[config.mk]
export PLATFORM = sky130hd
export DESIGN_NAME = mem_arbiter_flat
export DESIGN_NICKNAME = d
export VERILOG_FILES = /design/src/rtl/mem_arbiter_if.sv /design/src/rtl/mem_arbiter.sv /design/src/flat_wrapper.sv
export SDC_FILE = /design/constraint.sdc
export NUM_CORES = 1
export LEC_CHECK = 0
export CORE_MARGIN = 2
export CORE_UTILIZATION = 44
export CTS_CLUSTER_DIAMETER = 50
export DETAILED_ROUTE_END_ITERATION = 10
export PLACE_DENSITY = 0.86
export RECOVER_POWER = 100
export SLEW_MARGIN = 20
export SYNTH_ARGS = -nofsm -noshare
export SYNTH_HDL_FRONTEND = slang
export SYNTH_SLANG_ARGS = --single-unit
[constraint.sdc]
create_clock -name clk -period 7.1 [get_ports clk]
set_clock_uncertainty 0.15 [all_clocks]
set_input_delay 1.42 -clock clk [delete_from_list [all_inputs] [get_ports clk]]
set_output_delay 1.42 -clock clk [all_outputs]
set_load 0.01 [all_outputs]
[src/rtl/mem_arbiter_if.sv]
// Requester-side and memory-side signals of the arbiter, grouped into one bundle.
// The master view belongs to the arbiter; the slave view belongs to the requesters and the bus interface.
interface mem_arbiter_if #(
    parameter int unsigned N = 3
);
    logic [N-1:0]    req_read;
    logic [N-1:0]    req_write;
    logic [16*N-1:0] req_addr;
    logic [8*N-1:0]  req_wdata;
    logic [N-1:0]    req_lock;
    logic [N-1:0]    req_done;
    logic [7:0]      req_rdata;

    logic            memory_read;
    logic            memory_write;
    logic [15:0]     memory_addr;
    logic [7:0]      memory_wdata;
    logic [7:0]      memory_rdata;
    logic            memory_done;

    modport master (
        input  req_read, req_write, req_addr, req_wdata, req_lock,
        output req_done, req_rdata,
        output memory_read, memory_write, memory_addr, memory_wdata,
        input  memory_rdata, memory_done
    );

    modport slave (
        output req_read, req_write, req_addr, req_wdata, req_lock,
        input  req_done, req_rdata,
        input  memory_read, memory_write, memory_addr, memory_wdata,
        output memory_rdata, memory_done
    );
endinterface

[src/rtl/mem_arbiter.sv]
// Round-robin arbiter that shares one registered memory command port among N requesters,
// with an optional per-owner lock that is force-released after LOCK_TIMEOUT idle cycles.
module mem_arbiter #(
    parameter int unsigned N            = 3,
    parameter int unsigned LOCK_TIMEOUT = 15
) (
    input  logic          clk,
    input  logic          rst_n,
    mem_arbiter_if.master bus
);
    localparam int unsigned OW = (N > 2) ? 2 : 1;

    typedef enum logic {
        IDLE,
        BUSY
    } state_t;

    state_t         state;
    state_t         state_next;

    logic [OW-1:0]  owner;
    logic [OW-1:0]  last;
    logic           locked;
    logic [7:0]     lock_cnt;

    logic           cmd_read;
    logic           cmd_write;
    logic [15:0]    cmd_addr;
    logic [7:0]     cmd_wdata;

    logic [N-1:0]   active;
    logic           grant_valid;
    logic [OW-1:0]  grant_idx;
    logic [OW-1:0]  cand_idx;
    logic [15:0]    sel_addr;
    logic [7:0]     sel_wdata;
    logic           sel_write;
    logic           lock_expire;

    assign active = bus.req_read | bus.req_write;

    // Search starts one past the last unlocked grant; a held lock narrows the field to the owner.
    always_comb begin
        grant_valid = 1'b0;
        grant_idx   = '0;
        cand_idx    = '0;
        if (locked) begin
            grant_valid = active[owner];
            grant_idx   = owner;
        end else begin
            for (int unsigned k = 1; k <= N; k++) begin
                cand_idx = OW'((32'(last) + k) % N);
                if (!grant_valid && active[cand_idx]) begin
                    grant_valid = 1'b1;
                    grant_idx   = cand_idx;
                end
            end
        end
    end

    always_comb begin
        sel_addr  = '0;
        sel_wdata = '0;
        sel_write = 1'b0;
        for (int unsigned i = 0; i < N; i++) begin
            if (grant_idx == OW'(i)) begin
                sel_addr  = bus.req_addr[16*i +: 16];
                sel_wdata = bus.req_wdata[8*i +: 8];
                sel_write = bus.req_write[i];
            end
        end
    end

    assign lock_expire = (lock_cnt + 8'd1) == 8'(LOCK_TIMEOUT);

    always_ff @(posedge clk or negedge rst_n) begin
        if (!rst_n) begin
            state <= IDLE;
        end else begin
            state <= state_next;
        end
    end

    always_comb begin
        state_next = state;
        case (state)
            IDLE:    if (grant_valid) state_next = BUSY;
            BUSY:    if (bus.memory_done) state_next = IDLE;
            default: state_next = IDLE;
        endcase
    end

    always_ff @(posedge clk or negedge rst_n) begin
        if (!rst_n) begin
            owner     <= '0;
            last      <= OW'(N - 1);
            locked    <= 1'b0;
            lock_cnt  <= '0;
            cmd_read  <= 1'b0;
            cmd_write <= 1'b0;
            cmd_addr  <= '0;
            cmd_wdata <= '0;
        end else begin
            case (state)
                IDLE: begin
                    if (grant_valid) begin
                        owner     <= grant_idx;
                        lock_cnt  <= '0;
                        cmd_addr  <= sel_addr;
                        cmd_wdata <= sel_wdata;
                        cmd_write <= sel_write;
                        cmd_read  <= !sel_write;
                        if (!locked) begin
                            last <= grant_idx;
                        end
                    end else if (locked) begin
                        // Owner is idle while holding the lock: count towards forced release.
                        if (lock_expire) begin
                            locked   <= 1'b0;
                            lock_cnt <= '0;
                        end else begin
                            lock_cnt <= lock_cnt + 8'd1;
                        end
                    end
                end
                BUSY: begin
                    if (bus.memory_done) begin
                        cmd_read  <= 1'b0;
                        cmd_write <= 1'b0;
                        locked    <= bus.req_lock[owner];
                    end
                end
                default: ;
            endcase
        end
    end

    assign bus.memory_read  = cmd_read;
    assign bus.memory_write = cmd_write;
    assign bus.memory_addr  = cmd_addr;
    assign bus.memory_wdata = cmd_wdata;

    assign bus.req_done  = (state == BUSY && bus.memory_done) ? (N'(1) << owner) : '0;
    assign bus.req_rdata = bus.memory_rdata;
endmodule

[src/flat_wrapper.sv]
// flat-port wrapper written by rule: the top's interface ports become plain ports
module mem_arbiter_flat 
#(
    parameter int unsigned N            = 3,
    parameter int unsigned LOCK_TIMEOUT = 15
)
  (clk, rst_n, bus_req_read, bus_req_write, bus_req_addr, bus_req_wdata, bus_req_lock, bus_req_done, bus_req_rdata, bus_memory_read, bus_memory_write, bus_memory_addr, bus_memory_wdata, bus_memory_rdata, bus_memory_done);
  mem_arbiter_if #(.N(N)) bus_i ();
  input  logic clk;
  input  logic rst_n;
  input wire logic [$bits(bus_i.req_read)-1:0] bus_req_read;
  input wire logic [$bits(bus_i.req_write)-1:0] bus_req_write;
  input wire logic [$bits(bus_i.req_addr)-1:0] bus_req_addr;
  input wire logic [$bits(bus_i.req_wdata)-1:0] bus_req_wdata;
  input wire logic [$bits(bus_i.req_lock)-1:0] bus_req_lock;
  output wire logic [$bits(bus_i.req_done)-1:0] bus_req_done;
  output wire logic [$bits(bus_i.req_rdata)-1:0] bus_req_rdata;
  output wire logic [$bits(bus_i.memory_read)-1:0] bus_memory_read;
  output wire logic [$bits(bus_i.memory_write)-1:0] bus_memory_write;
  output wire logic [$bits(bus_i.memory_addr)-1:0] bus_memory_addr;
  output wire logic [$bits(bus_i.memory_wdata)-1:0] bus_memory_wdata;
  input wire logic [$bits(bus_i.memory_rdata)-1:0] bus_memory_rdata;
  input wire logic [$bits(bus_i.memory_done)-1:0] bus_memory_done;
  assign bus_i.req_read = bus_req_read;
  assign bus_i.req_write = bus_req_write;
  assign bus_i.req_addr = bus_req_addr;
  assign bus_i.req_wdata = bus_req_wdata;
  assign bus_i.req_lock = bus_req_lock;
  assign bus_req_done = bus_i.req_done;
  assign bus_req_rdata = bus_i.req_rdata;
  assign bus_memory_read = bus_i.memory_read;
  assign bus_memory_write = bus_i.memory_write;
  assign bus_memory_addr = bus_i.memory_addr;
  assign bus_memory_wdata = bus_i.memory_wdata;
  assign bus_i.memory_rdata = bus_memory_rdata;
  assign bus_i.memory_done = bus_memory_done;
  mem_arbiter #(.N(N), .LOCK_TIMEOUT(LOCK_TIMEOUT)) u_core (.clk(clk), .rst_n(rst_n), .bus(bus_i));
endmodule
Yosys cells after proc, flatten, opt, wreduce, memory -nomap -nowiden
Index checks and enable logic that the tools add are counted.
W data, S select, Z words.
- register bits: 40
- input bits: 92
- output and inout port bits: 37
- word-level logic and storage cells: 89
- $add $sub $neg: 4
- div/mod/pow operators: 3
- $lt $le $gt $ge: 4
- eq/ne operators: 6
- shifts and indexed selects: 1
- muxes and demuxes: 46
- bitwise logic cells: 3
- reductions and logical operators: 13
- operators with widths (cell ; count):
    $mod A32 B2 Y32 const B ; 3
    $mux W16 ; 3
    $mux W8 ; 6
    $mux W1 ; 23
    $lt A2 B3 Y1 const B ; 4
    $bmux W1 S2 ; 5
    $add A8 B1 Y8 const B ; 1
    $eq A8 B4 Y1 const B ; 1
    $mux W2 ; 4
    $pmux W1 S2 ; 4
    $reduce_and A2 Y1 ; 4
    $add A2 B2 Y3 const B ; 2
    $ne A2 B2 Y1 const B ; 2
    $add A2 B1 Y3 const B ; 1
    $logic_and A1 B1 Y1 ; 3
    $logic_not A1 Y1 ; 3
    $mux W3 ; 1
    $or A3 B3 Y3 ; 1
    $reduce_and A3 Y1 ; 1
    $shl A1 B2 Y3 const A ; 1
    $eq A2 B1 Y1 const B ; 1
    $eq A2 B2 Y1 const B ; 1
    $logic_not A2 Y1 ; 1
    $ne A2 B1 Y1 const B ; 1
    other kinds (2) ; 3

Depth between registers and ports, before layout
- word-level depth: 21
- mapped depth: 12
- depth with buffers taken out: 9

Least setup slack after synthesis
Ideal clock, no wire load.
- path kind: input -> output
- start point: input port bus_memory_done
- end point: output port bus_req_done[0]
- arrival time: 1.785 ns
- data required time: 5.530 ns
- setup slack: 3.745 ns
- cell stages on the path: 2
- path buffers: 0
- cells stage by stage: nand2_1 > nor3_1
- cells in the longest elaborated chain, start to end: 2
- ends and longest elaborated chain (what ; line ; source):
    start: declaration ; flat_wrapper.sv:23 ; input wire logic [$bits(bus_i.memory_done)-1:0] bus_memory_done;
    $logic_and A1 B1 Y1 ; mem_arbiter.sv:143 ; assign bus.req_done = (state == BUSY && bus.memory_done) ? (N'(1) << owner) : '0;
    $mux W3 ; mem_arbiter.sv:143 ;
    end: declaration ; flat_wrapper.sv:16 ; output wire logic [$bits(bus_i.req_done)-1:0] bus_req_done;
No other way between the ends.

Worst setup path after layout
- start point: input port bus_req_write[0]
- end point: register u_core.cmd_wdata[2] (netlist: u_core.bus.memory_wdata[2])
- cells in the longest elaborated chain, start to end: 17
- elaborated cells between the ends (all ways): 30
- classes of those cells: eq/ne (2); mux (21); bitwise (1); reduce/logical (6)
- ends and longest elaborated chain (what ; line ; source):
    start: declaration ; flat_wrapper.sv:12 ; input wire logic [$bits(bus_i.req_write)-1:0] bus_req_write;
    $or A3 B3 Y3 (*) ; mem_arbiter.sv:40 ; assign active = bus.req_read | bus.req_write;
    $bmux W1 S2 ; mem_arbiter.sv:53 ; if (!grant_valid && active[cand_idx]) begin
    $mux W1 (not written as such) ; mem_arbiter.sv:53 ;
    $mux W1 ; mem_arbiter.sv:53 ;
    $mux W1 ; mem_arbiter.sv:47 ; if (locked) begin
    $logic_not A1 Y1 ; mem_arbiter.sv:53 ;
    $logic_and A1 B1 Y1 ; mem_arbiter.sv:53 ;
    $mux W1 ; mem_arbiter.sv:53 ;
    $mux W1 ; mem_arbiter.sv:47 ;
    $logic_not A1 Y1 ; mem_arbiter.sv:53 ;
    $logic_and A1 B1 Y1 ; mem_arbiter.sv:53 ;
    $mux W2 ; mem_arbiter.sv:53 ;
    $mux W2 ; mem_arbiter.sv:47 ;
    $logic_not A2 Y1 ; mem_arbiter.sv:66 ; if (grant_idx == OW'(i)) begin
    $mux W8 (3 in a row) ; mem_arbiter.sv:66 ;
    end signal: assignment ; mem_arbiter.sv:110 ; cmd_wdata <= sel_wdata;
    end: declaration ; mem_arbiter.sv:29 ; logic [7:0] cmd_wdata;
Mark *: on every way between the ends. The rest lies on a longest branch, timed or not. The select of a mux whose other input is x is not followed.
A chain may end at the register's enable or synchronous reset.

==> run summary <==
* **outcome** finished, violations left
* **violated checks** max-capacitance violations, max-slew violations
* **switching power share of the total** 42.7%
* **static leakage power** 1.58 nW
* **worst setup path class** in -> reg
* **IO buf count** 112
* **post-route worst setup slack** 1.95 ns
* **Tcrit/Tclk final** 72.6%
* **slack of the worst reg-to-reg path** 2.93 ns
* **average cell area after synthesis** 9.62 sq um
* **start of the worst register-to-register path** u_core.last[0]$_DFFE_PN0P_
* **areal power density over the cells** 422 mW/mm^2
* **CP endpoint kind** flip-flop
* **R2R Path End** u_core.bus.memory_wdata[2]$_DFFE_PN0P_
* **count of endpoints failing hold in the final timing report** 0
* **measured slew at the worst slew-check pin** 2.21 ns
* **largest driver fanout on the critical path** 29
* **number of top-level pins** 129
* **Die H** 81.4 um
* **DRC violation total after the first TritonRoute iteration** 213
* **antenna violations before repair** 0
* **number of standard cells after synthesis** 274
* **final critical delay including setup and external delays** 5.15 ns
* **die outline area** 0.00662 sq mm
* **most frequent cells in the layout** 81 x sky130_fd_sc_hd__clkdlybuf4s50_1, 39 x sky130_fd_sc_hd__dfrtp_1, 37 x sky130_fd_sc_hd__nand2_1
* **critical path required time** 7.13 ns
* **portion of the post-synthesis area used by sequential elements** 38.0%
* **Post-CTS Setup Inserts** 0
* **Clock Sinks** 40
* **Power Internal** 0.898 mW
* **cell type with the largest total area after synthesis** sky130_fd_sc_hd__dfrtp_1
* **Seq pwr share** 25.4%
* **global-route wire length before repair** 11.7 mm
* **post-route ant nets** 0
* **setup repair after global routing missed its margin** no
* **clock tree from TritonCTS** done
* **DR pass1 iterations** 5
* **worst-case headroom to the max-slew limit** -47.5%
* **wire length reported by the detailed router** 7.53 mm
* **post-detailed-route DRC marker count** 0
* **type of origin of the critical path** input pin
* **clock insertion delay at the later pin of the skew report** 0.30 ns
* **number of enable flip-flop cells after synthesis** 0
* **timing endpoint of the critical path** u_core.bus.memory_wdata[2]$_DFFE_PN0P_
* **CORE AREA** 0.00585 sq mm
* **HPWL after detailed placement** 5.57 mm
* **upper clock frequency limit** 194 MHz
* **floorplan die width** 81.4 um
* **net count reported at finish** 467
* **share of power burned in the clock network** 14.1%
* **maximum clock path buffer count** 2
* **layout overhead on the synthesized area** 40.7%
* **number of max-cap violations** 2
* **CTS Root Cell** sky130_fd_sc_hd__clkbuf_8
* **arrival time at the worst endpoint** 5.18 ns
* **initial cell density of the core** 45.0%
* **pin count of the biggest net entering global routing** 41
* **top flip-flop cell by instance count after synthesis** sky130_fd_sc_hd__dfrtp_1
* **number of hold-repair buffers added at the cts stage** 0
* **setup tns final** 0 ns
* **layout cell share with drive strength beyond 1** 5.14%
* **DR vias** 2474
* **global placement routability congestion** 0.831
* **WL per Instance** 16.9 um
* **number of global-route vias before repair** 2393
* **Yosys warning total** 0
* **all-layer global routing usage** 23.1%
* **setup slack at placement** 2.48 ns
* **global route overflow** 0
* **max-slew violation count** 71
* **proportion of power drawn by combinational gates** 60.5%
* **fraction of synthesized cell area taken by the top area cell type** 37.0%
* **Vias per Instance** 5.56
* **number of instances resized during post-cts repair** 0
* **antenna cell count** 0
* **final core area utilization** 63.4%
* **dominant cells by area after synthesis** sky130_fd_sc_hd__dfrtp_1 37%, sky130_fd_sc_hd__mux2i_1 10%, sky130_fd_sc_hd__o211ai_2 10%
* **fraction of synthesis flops using an asynchronous set or reset pin** 100%
* **library cells used by synthesis** 47
* **commonest non-fill, non-tap cell in the layout** sky130_fd_sc_hd__clkdlybuf4s50_1
* **number of cell rows** 28
* **deepest level of the CTS H-tree** 2
* **Final setup violation count** 0
* **first element of the critical path** bus_req_write[0]
* **synthesized netlist net count** 371
* **flops & latches, synth** 40
* **worst IR drop on VDD** 0.377 mV
* **worst min-delay path class** reg -> reg
* **Psw** 0.668 mW
* **TritonCTS Buffers** 5
* **clock-pin slew on the worst setup and hold paths** 0.08 ns
* **number of cell instances on the worst register-to-register path** 10
* **Synth Cell Area** 0.00264 sq mm
[synth_stat cells, drive strengths merged (3+ instances only)]
| cell type | n |
|---|---|
| mux2i | 27 |
| nor2 | 9 |
| nor3 | 6 |
| o21ai | 17 |
| dfrtp | 39 |
| nor2b | 6 |
| inv | 8 |
| a21o | 3 |
| buf | 17 |
| o31ai | 4 |
| ha | 5 |
| a21oi | 5 |
| nand2 | 37 |
| nand2b | 6 |
| nand3 | 30 |
| o211ai | 26 |
| clkbuf | 7 |
[layer usage]
layer	routed length [um]	track usage, %	share of wire [%]	vias to the layer above
li1	-	-	-	1173
met1	2970	27.2	39	1182
met2	3780	42.0	50	108
met3	678	4.56	9.0	11
met4	101	7.12	1.3	0
met5	0	0	0	-
[sequential cells by signal (all words and copies together), names as in the netlist]
register and cells:
u_core.bus.memory_addr 16, u_core.bus.memory_read 1, u_core.bus.memory_wdata 8, u_core.bus.memory_write 1, u_core.last 2, u_core.lock_cnt 8, u_core.locked 1, u_core.owner 2
u_core.state 1
[power by group through the flow]
stage / Combinational (mW) / Clock, mW / Sequential (mW)
after floorplan: 0.762 / 0 / 0.414
after global placement: 1.02 / 0 / 0.400
after detailed placement: 1.06 / 0 / 0.405
after CTS: 1.06 / 0.225 / 0.401
after global routing: 1.04 / 0.237 / 0.408
final: 0.947 / 0.221 / 0.397
[how the worst min path moves through the flow]
stage                                        start                              to  slack [ns]  cells after the start
global route        u_core.lock_cnt[7]$_DFFE_PN0P_  u_core.lock_cnt[7]$_DFFE_PN0P_        0.35                      1
detailed placement  u_core.lock_cnt[7]$_DFFE_PN0P_  u_core.lock_cnt[7]$_DFFE_PN0P_        0.32                      1
global placement    u_core.lock_cnt[7]$_DFFE_PN0P_  u_core.lock_cnt[7]$_DFFE_PN0P_        0.32                      1
floorplan           u_core.lock_cnt[7]$_DFFE_PN0P_  u_core.lock_cnt[7]$_DFFE_PN0P_        0.30                      1
CTS                 u_core.lock_cnt[7]$_DFFE_PN0P_  u_core.lock_cnt[7]$_DFFE_PN0P_        0.34                      1
finish              u_core.lock_cnt[7]$_DFFE_PN0P_  u_core.lock_cnt[7]$_DFFE_PN0P_        0.34                      1
[area by class of cell]
cell class              instances  area (sq um)
clock inverters                 2          60.1
well taps                      75          93.8
clock buffers                   5          68.8
fillers                       480          2140
flip-flops and latches         40          1000
repair buffers                113          1120
multi-input cells             202          1330
inverters                       8          30.0
[cells by family (layout without fill, tap and decap cells)]
kind of cell	after synthesis	count (layout)	synth area share, %
simple gates	101	101	18.7
mux	28	28	10.8
flops	40	40	38.0
buf+inv	32	128	7.45
xor+xnor	1	1	0.332
fa+ha+maj	5	5	2.37
compound gates	67	67	22.3
[metrics by stage]
stage | power [mW] | hold WS, ns | instances | cell area, sq um
global placement | 1.42 | 0.319 | 438 | 3690
CTS | 1.69 | 0.335 | 445 | 3820
floorplan | 1.18 | 0.297 | 274 | 2640
finish | 1.57 | 0.335 | 445 | 3710
detailed placement | 1.46 | 0.322 | 438 | 3690
global route | 1.68 | 0.347 | 445 | 3710
[worst max-delay path: stages]
cell and delay, ns:
sky130_fd_sc_hd__dlygate4sd3_1 0.61, sky130_fd_sc_hd__o21bai_1 0.33, sky130_fd_sc_hd__a21o_1 0.16, sky130_fd_sc_hd__o2111ai_1 0.17, sky130_fd_sc_hd__o31ai_1 1.01, sky130_fd_sc_hd__nor2b_1 0.77
sky130_fd_sc_hd__nand3_1 0.23, sky130_fd_sc_hd__buf_4 0.31, sky130_fd_sc_hd__o211ai_1 0.15
(Power assumes the default switching activity.)
